<file path="src/rtl/ram_arbiter.sv">
// ram_arbiter: round-robin arbiter giving four processors exclusive access to a two-bank shared RAM.
// Ownership lasts until done/req drop or HOLD_MAX cycles, then a one-cycle turnaround.
module ram_arbiter #(
  parameter int HOLD_MAX = 16
) (
  input  logic       clk,
  input  logic       rst,
  input  logic [3:0] req,
  input  logic [3:0] bank_sel,
  input  logic [3:0] done,
  output logic [3:0] Selector,
  output logic [3:0] grant,
  output logic       busy,
  output logic       timeout
);
  localparam logic [1:0] S_IDLE  = 2'd0;
  localparam logic [1:0] S_GRANT = 2'd1;
  localparam logic [1:0] S_REL   = 2'd2;
  logic [1:0] r_state, r_ptr, r_owner;
  logic [7:0] r_cnt;
  logic [3:0] r_sel, r_grant;
  logic       r_busy, r_timeout;
  logic [7:0] w_dbl;
  logic [3:0] w_rot;
  logic [1:0] w_off, w_pick;
  logic       w_lim, w_exit, w_to;
  // Rotate requests so the pointer lands on bit 0, then pick the first set bit.
  always_comb begin
    w_dbl  = {req, req};
    w_rot  = 4'(w_dbl >> r_ptr);
    w_off  = w_rot[0] ? 2'd0 : w_rot[1] ? 2'd1 : w_rot[2] ? 2'd2 : 2'd3;
    w_pick = r_ptr + w_off;
    w_lim  = r_cnt == 8'(HOLD_MAX - 1);
    w_exit = done[r_owner] | ~req[r_owner] | w_lim;
    w_to   = w_lim & ~done[r_owner] & req[r_owner];
  end
  always_ff @(posedge clk or negedge rst) begin
    if (!rst) begin
      r_state   <= S_IDLE;
      r_ptr     <= 2'd0;
      r_owner   <= 2'd0;
      r_cnt     <= 8'd0;
      r_sel     <= 4'hF;
      r_grant   <= 4'd0;
      r_busy    <= 1'b0;
      r_timeout <= 1'b0;
    end else begin
      r_timeout <= 1'b0;
      case (r_state)
        S_IDLE: if (|req) begin
          r_state <= S_GRANT;
          r_owner <= w_pick;
          r_cnt   <= 8'd0;
          r_sel   <= {1'b0, bank_sel[w_pick], w_pick};
          r_grant <= 4'b0001 << w_pick;
          r_busy  <= 1'b1;
        end
        S_GRANT: if (w_exit) begin
          r_state   <= S_REL;
          r_sel     <= 4'hF;
          r_grant   <= 4'd0;
          r_ptr     <= r_owner + 2'd1;
          r_timeout <= w_to;
        end else r_cnt <= r_cnt + 8'd1;
        default: begin
          r_state <= S_IDLE;
          r_busy  <= 1'b0;
        end
      endcase
    end
  end
  assign Selector = r_sel;
  assign grant    = r_grant;
  assign busy     = r_busy;
  assign timeout  = r_timeout;
endmodule

</file>
<file path="config.mk">
export PLATFORM = sky130hd
export DESIGN_NAME = ram_arbiter
export DESIGN_NICKNAME = d
export VERILOG_FILES = /design/src/rtl/ram_arbiter.sv
export SDC_FILE = /design/constraint.sdc
export NUM_CORES = 1
export LEC_CHECK = 0
export CAP_MARGIN = 20
export CORE_ASPECT_RATIO = 1.4
export CORE_MARGIN = 2
export CORE_UTILIZATION = 45
export CTS_BUF_LIST = sky130_fd_sc_hd__clkbuf_8
export DETAILED_ROUTE_END_ITERATION = 8
export PLACE_DENSITY_LB_ADDON = 0.25
export SYNTH_ARGS = -nofsm -noshare
export SYNTH_HDL_FRONTEND = slang
export SYNTH_SLANG_ARGS = --single-unit
</file>
<file path="constraint.sdc">
create_clock -name clk -period 3.6 [get_ports clk]
set_input_delay 0.54 -clock clk [delete_from_list [all_inputs] [get_ports clk]]
set_output_delay 0.54 -clock clk [all_outputs]
set_load 0.03 [all_outputs]
</file>
== Word-level counts from Yosys, hierarchy flattened ==
Index checks and enable logic that the tools add are counted.
Operators by class
  add/subtract/negate cells: 3
  order comparisons: 2
  equal/unequal tests: 5
  shifts and indexed selects: 2
  multiplexer cells: 25
  bitwise logic cells: 7
  reduce and logical (&&, ||, !) cells: 9
Operator list (number)
  2-to-1 mux 4 bit: 4
  2-to-1 mux 8 bit: 2
  one-hot mux 4 bit (2 select lines): 2
  one-hot mux 8 bit (2 select lines): 1
  adder 8 x 1 -> 8 bit (second input constant): 1
  equality test 8 x 4 -> 1 bit (second input constant): 1
  2-to-1 mux 2 bit: 4
  AND reduction 2 bit: 4
  right shift 8 x 2 -> 3 bit: 1
  2-to-1 mux 1 bit: 7
  binary-select mux 1 bit (select 2 bit): 3
  < comparator 2 x 3 -> 1 bit (second input constant): 2
  inequality test 2 bit (second input constant): 3
  AND reduction 3 bit: 2
  one-hot mux 2 bit (2 select lines): 1
  OR reduction 4 bit: 1
  left shift 1 x 2 -> 4 bit (first input constant): 1
  inverter 1 bit: 3
  adder 2 x 1 -> 2 bit (second input constant): 1
  adder 2 bit: 1
  AND 1 bit: 2
  equality test 2 x 1 -> 1 bit (second input constant): 1
  zero test 2 bit: 1
  OR 1 bit: 2
  other kinds (2): 2
Storage, ports and cells
  register bits: 24
  bits of input ports: 14
  output and inout bits: 10
  logic and storage cells: 61

== Longest topological paths before layout ==
Gate-level depths: netlist (run 1).
  depth after elaboration: 9
  mapped depth: 11
  gate-level depth less buffers: 10

== Worst setup path after synthesis (run 1) ==
OpenSTA, ideal clock, no wires.
  path type: input -> register
  start point: input req[1]
  end point: register r_sel[2] (netlist: Selector[2])
  library setup time: 0.077 ns
  arrival: 2.236 ns
  data required time: 3.523 ns
  path slack: 1.286 ns
  cell stages on the path: 10
  cells stage by stage: nand2b_1 -> a21oi_1 -> nor3_1 -> a21oi_1 -> ha_1 -> and4bb_1 -> o2bb2ai_1 -> a311oi_4 -> mux4_1 -> o21a_1
Between the ends
  word-level cells in the longest chain between the ends: 9
  elaborated cells on any way between the ends: 18
RTL lines
  start: declaration: RTL line 8  | input logic [3:0] req,
  right shift 8 x 2 -> 3 bit: RTL line 30  | w_rot = 4'(w_dbl >> r_ptr);
  2-to-1 mux 1 bit: RTL line 31  | w_off = w_rot[0] ? 2'd0 : w_rot[1] ? 2'd1 : w_rot[2] ? 2'd2 : 2'd3;
  2-to-1 mux 2 bit (2 in a row): RTL line 31
  adder 2 bit: RTL line 32  | w_pick = r_ptr + w_off;
  binary-select mux 1 bit (select 2 bit): RTL line 54  | r_sel <= {1'b0, bank_sel[w_pick], w_pick};
  2-to-1 mux 1 bit (implied by the code): RTL line 54
  2-to-1 mux 4 bit: RTL line 50  | S_IDLE: if (|req) begin
  one-hot mux 4 bit (2 select lines): RTL line 49  | case (r_state)
  end signal: assignment: RTL line 54
  end: declaration: RTL line 21  | logic [3:0] r_sel, r_grant;
Several ways; a longest one is shown, not always the timed one. The select of a mux whose other input is x is not followed.
A chain may end at the register's enable or synchronous reset.

== Worst setup path in the final report (run 1) ==
  start point: input req[2]
  end point: register r_sel[2] (netlist: Selector[2])
The elaborated chain is that of the path after synthesis.

==> out/metrics.yaml, run 1 <==
route:
  ant_nets: 0
  drt_pass1_iterations: 4
  routed_via_density: 5.43
  drtIter0Drc: 15
  drc_errors: 0
  vias: 1048
  wl_mm: 2.73
  routedWlPerCell_um: 14.2
timing:
  drv_slew: 0
  hold_viol: 0
  tns_ns: 0
  maxSlewHeadroom_pct: 59.2
  max_freq_mhz: 357
  whs_ns: 0.512
  rsz0062_at_grt: "no"
  setup_viol: 0
  finalCritPeriodShare_pct: 77.7
  tightest_slew_ns: 0.610
  finClkSkew_ns: 0.00234
  min_period_ns: 2.80
clocking:
  h-tree-depth: 1
  cts_buffer_depth: 2
  clk_latency_ns: 0.26
  ctsResizeCount: 0
  cts_tree: "built"
  post-cts-setup-buffers: 0
  clock_sinks: 24
  cts_buffers: 3
  cts-root-buf: "clkbuf_8"
  cts.clk_slew.worst_paths_ns: 0.08
  cts-hold-fix-buffers: 0
synth:
  syn_area_per_cell_sq_um: 9.72
  syn_inst: 133
  synthTopCellsByArea: "dfrtp_1 (39%), dfstp_2 (8.1%), nand2_1 (4.4%), nor2_1 (4.1%), a21oi_1 (3.5%)"
  ys_ff_latch: 24
  yosysTopAreaCellShare_pct: 38.7
  yosys_warnings: 0
  synth_area_sq_mm: 0.00129
  yosysSeqAreaShare_pct: 46.9
  ys_types: 38
  synth_fp_nets: 150
  synth_top_cell_by_area: "dfrtp_1"
floorplan:
  row_count: 23
  ios: 24
  initial_core_util_pct: 46.3
  fp.coreArea_sq_mm: 0.00279
  fp.dieH_um: 67.4
  die-area_sq_mm: 0.00332
  die_x_um: 49.3
global_routing:
  first_global_vias: 1132
  overflow: 0
  grt_pass1_wl_mm: 4.87
  grt_usage_pct: 19.1
  grt_max_degree: 25
  antenna_found_initial: 0
run:
  max_cap_viol_count: 0
setup_path:
  critical_path.max_stage_delay_ns: 0.59
  rrSetupSlack_ns: 1.06
  required_ns: 3.80
  slowest_stage: "clkdlybuf4s50_1"
  setup.worst_path.start_class: "primary input"
  arrival_ns: 3.00
  cp_max_fo: 8
  endpoint_kind: "register"
  cp_cell_sequence: "clkdlybuf4s50_1, a21oi_1, nor3_1, a21oi_1, ha_1, and4bb_1, o2bb2ai_1, a311oi_4, mux4_1, o21a_1"
  path_class: "primary input to register"
  path_common_cell: "a21oi_1"
layout:
  final_cell_mix: "clkdlybuf4s50_1 (23), dfrtp_1 (20), nand2_1 (15)"
  final_area_sq_mm: 0.00161
  mostFrequentLayoutCell: "clkdlybuf4s50_1"
  areaGrowthSynthToFinish_pct: 24.4
  diodes: 0
  drive_above_1_share_pct: 8.97
  fin_nets: 174
power_and_ir_drop:
  irDropWorstVdd_v: 0.000374
  p_leak_nw: 0.657
  p_per_area_mw_per_mm2: 775
place:
  io_buffers: 23
  post_dp_cell_area_sq_mm: 0.00154
  dp_hpwl_mm: 2.08
  gp_congestion: 0.758
min_path:
  hp-class: "register to register"
outcome:
  status: "complete, no violations"
==> cells by family after synthesis <==
kind of cell | synth area share (%)
AO/OA/AOI/OAI | 15.5
adder cells (fa/ha/maj) | 2.90
XOR/XNOR | 2.71
buffers and inverters | 4.16
flip-flops | 46.9
AND/OR/NAND/NOR | 24.1
multiplexers | 3.78
==> layer usage <==
metal  share of wire, %  vias up  routed length, um  global-route usage [%]
met1                 42      509               1140                    21.1
met3                3.3        4                 90                    3.32
met5                  0        -                  0                       0
li1                   -      518                  -                       -
met4                1.5        0                 40                    7.86
met2                 53       17               1460                    36.0
==> synthesized netlist by cell type (all sizes together) <==
cell type / number
dfstp: 4
nand2: 15
nand4: 1
xor2: 3
a31oi: 1
ha: 3
o22ai: 1
o32ai: 1
nor3: 4
and2: 1
nor2: 14
o21a: 1
o31ai: 2
o211ai: 2
or2: 1
a21boi: 1
clkbuf: 2
nor2b: 5
dfrtp: 20
a21o: 1
and4bb: 1
mux4: 2
a311oi: 1
or3: 3
o21ai: 7
inv: 4
o2bb2ai: 1
nor3b: 1
nand3: 9
buf: 4
nor4: 2
xnor2: 1
and4: 1
a21oi: 9
nand2b: 4
==> worst max-delay path: cells and delay by family <==
family	cells	cell delay, ns
AO/OA/AOI/OAI	5	0.89
buffers and inverters	1	0.59
AND/OR/NAND/NOR	2	0.39
multiplexers	1	0.36
adder cells (fa/ha/maj)	1	0.23
==> flip-flops by register name, indices dropped and copies added (netlist names) <==
name and flops:
busy 1, r_cnt 8, timeout 1, r_ptr 2
r_owner 2, Selector 4, grant 4, r_state 2
==> area by class of cell <==
cell class	instances	area [sq um]
Tap cell	37	46.3
Fill cell	271	1180
Clock buffer	4	55.1
Sequential cell	24	606
Multi-Input combinational cell	99	633
Inverter	4	15.0
Timing Repair Buffer	25	253
==> where the power goes <==
group | switching, mW | internal, mW
clock | 0.0828 | 0.0976
sequential | 0.0721 | 0.369
combinational | 0.356 | 0.269
total | 0.511 | 0.736
==> final timing paths <==
kind | from | to | depth (start not counted)
worst max-delay path | req[2] | Selector[2] | 10
worst min-delay path | Selector[3] | Selector[3] | 1
worst max register to register | r_ptr[1] | Selector[2] | 10
worst min register to register | Selector[3] | Selector[3] | 1
max in group asynchronous | rst | Selector[1] | 2
min in group asynchronous | rst | r_ptr[1] | 1
==> per-stage QoR <==
stage          utilization [%]  setup slack, ns  total power, mW  instances
2_1_floorplan                -             1.29            0.907        133
3_3_place_gp              55.1            0.618             1.06        188
3_5_place_dp              55.1            0.527             1.08        188
4_1_cts                   57.1            0.806             1.26        192
5_1_grt                   57.6            0.614             1.35        193
6_report                  57.6            0.801             1.25        193
Note: power is estimated with default switching activity, not from simulation.
==> run 2, diff against run 1 <==
Clock period 3.6 ns to 2.4 ns, I/O delays scaled along.
==> run 2 against run 1 <==
Effect of this change: setup slack got worse by 0.67 ns; sequential power increased by 49%; critical path depth increased by 1; non-clock buffer count increased by 11; die area unchanged; global-route usage increased by 1.1 points; wire length increased by 8.3%; hold slack got worse by 0.071 ns; final area increased by 5.6%; combinational power increased by 74%; largest power group unchanged.
==> out/metrics.yaml, run 2 (synthesis results as in run 1) <==
outcome:
  status: "complete, no violations"
clocking:
  post-cts-setup-buffers: 0  # unchanged
  h-tree-depth: 1  # unchanged
  clk_latency_ns: 0.27  # about the same
  cts_buffers: 3  # unchanged
  cts_tree: "built"
  cts.clk_slew.worst_paths_ns: 0.08  # about the same
  cts-root-buf: "clkbuf_8"
  clock_sinks: 24  # unchanged
  cts_buffer_depth: 2  # unchanged
timing:
  maxSlewHeadroom_pct: 73.9  # +15 points
  min_period_ns: 2.27
  finalCritPeriodShare_pct: 94.6
  tightest_slew_ns: 0.390  # -0.219 ns
  tns_ns: 0  # unchanged
  finClkSkew_ns: 0.00415  # +0.00182 ns
  drv_slew: 0  # unchanged
  rsz0062_at_grt: "no"
  hold_viol: 0  # unchanged
  max_freq_mhz: 440
  setup_ws_ns: 0.129  # -0.672 ns
  setup_viol: 0  # unchanged
route:
  drtIter0Drc: 20  # +5
  ant_nets: 0  # unchanged
  wl_mm: 2.96  # +8.3%
  drc_errors: 0  # unchanged
  vias: 1092  # +4.2%
  drt_pass1_iterations: 4  # unchanged
  routed_via_density: 5.35  # -1.4%
  routedWlPerCell_um: 14.5  # +2.5%
floorplan:
  ios: 24  # unchanged
  initial_core_util_pct: 46.3  # unchanged
  die_x_um: 49.3  # unchanged
  fp.coreArea_sq_mm: 0.00279  # unchanged
  die-area_sq_mm: 0.00332  # unchanged
  fp.dieH_um: 67.4  # unchanged
  row_count: 23  # unchanged
setup_path:
  worst-r2r-cell-count: 10  # unchanged
  endpoint_kind: "register"
  cp_max_fo: 4  # -4
  r2r-start: "r_ptr[1]"
  required_ns: 2.61  # -1.19 ns
  setup.worst_path.start_class: "primary input"
  r2r_end: "Selector[2]"
  rrSetupSlack_ns: 0.23  # -0.83 ns
  path_class: "primary input to register"
  arrival_ns: 2.48  # -0.52 ns
place:
  dp_hpwl_mm: 2.23  # +7.1%
  place_ws_ns: -0.254  # -0.781 ns
  post_dp_cell_area_sq_mm: 0.00163  # +5.9%
  io_buffers: 23  # unchanged
  gp_congestion: 0.787  # +3.9%
layout:
  final_cell_mix: "dfrtp_1 (20), clkdlybuf4s50_1 (20), nand2_1 (15)"
  final_area_sq_mm: 0.00170  # +5.6%
  final_util_pct: 60.8  # +3.2 points
  areaGrowthSynthToFinish_pct: 31.4
  fin_nets: 185  # +6.3%
  fillCellCount: 253  # -6.6%
  drive_above_1_share_pct: 17.4  # +8.4 points
  regMostFlops: "r_cnt"
  diodes: 0  # unchanged
  largest_register_ffs: 8  # unchanged
global_routing:
  grt_usage_pct: 20.2  # +1.1 points
  antenna_found_initial: 0  # unchanged
  overflow: 0  # unchanged
  met1_usage_pct: 21.7  # +0.60 points
  first_global_vias: 1166  # +3.0%
  grt_util_met2_pct: 37.2  # +1.2 points
  grt_pass1_wl_mm: 5.00  # +2.7%
  grt_max_degree: 25  # unchanged
  top_usage_layer: "met2"
  met3_usage_pct: 2.65  # -0.66 points
power_and_ir_drop:
  p_per_area_mw_per_mm2: 1190  # +54%
  p_leak_nw: 0.730  # +11%
  irDropWorstVdd_v: 0.000796  # +110%
run:
  max_cap_viol_count: 0  # unchanged
min_path:
  hp-class: "primary input to async pin"
[run 2: changes by cell type in the layout (fill, tap and decap cells not counted), sizes merged]
| cell | previous run | this run |
|---|---|---|
| buf | 2 | 13 |
| clkdlybuf4s50 | 23 | 20 |
| dlymetal6s2s | 0 | 3 |
[run 2: how the worst max path moves through the flow]
| stage | from | end | depth (start not counted) |
|---|---|---|---|
| after detailed placement | req[1] | Selector[2] | 11 |
| after floorplan | r_ptr[1] | Selector[2] | 11 |
| final | req[0] | Selector[2] | 11 |
| after global routing | req[0] | Selector[2] | 11 |
| after CTS | req[1] | Selector[2] | 11 |
| after global placement | req[1] | Selector[2] | 11 |
[run 2: stage by stage]
step	std cells	power [mW]	hold WS, ns
floorplan	133	1.36	0.0644
global placement	200	1.71	0.494
detailed placement	200	1.74	0.502
CTS	204	2.02	0.444
global route	204	2.16	0.461
finish	204	2.02	0.440
[run 2: layout make-up]
| type | instances | area, sq um | share of cell area (%) |
|---|---|---|---|
| tap | 37 | 46.3 | 2.73 |
| inverter | 4 | 15.0 | 0.884 |
| sequential | 24 | 606 | 35.7 |
| clock buffer | 4 | 55.1 | 3.24 |
| multi-input combinational | 99 | 641 | 37.7 |
| timing repair buffer | 36 | 335 | 19.7 |
[run 2: layer usage]
layer | vias up | part of all wire (%) | wire length (um)
li1 | 533 | - | -
met1 | 532 | 42 | 1250
met2 | 23 | 53 | 1560
met3 | 4 | 3.0 | 89
met4 | 0 | 2.1 | 61
met5 | - | 0 | 0
[run 2: critical path, cell delays in order]
cell             delay (ns)
clkdlybuf4s50_1        0.46
nand2_1                0.09
a21oi_1                0.07
nor2_1                 0.13
a21oi_2                0.08
ha_2                   0.21
and4bb_1               0.20
o2bb2ai_1              0.14
a311oi_4               0.23
mux4_2                 0.33
o21a_1                 0.17
[run 2: timing repair]
item | CTS | global route
endpoints found under the setup margin | 0 | 5
hold buffers | 0 | 0
gates resized for setup | 0 | 7
[run 2: power by group]
part	leakage, nW	switching [mW]	internal (mW)	total [mW]
Sequential	0.300	0.104	0.554	0.658
Clock	0.0288	0.127	0.147	0.274
Combinational	0.401	0.587	0.506	1.09
==> run 3, diff against run 2 <==
Settings changed: CAP_MARGIN 20 to 15, HOLD_SLACK_MARGIN from default to 0.05.
==> results of run 3 <==
Final layout, timing and power as in run 2 (identical DEF).
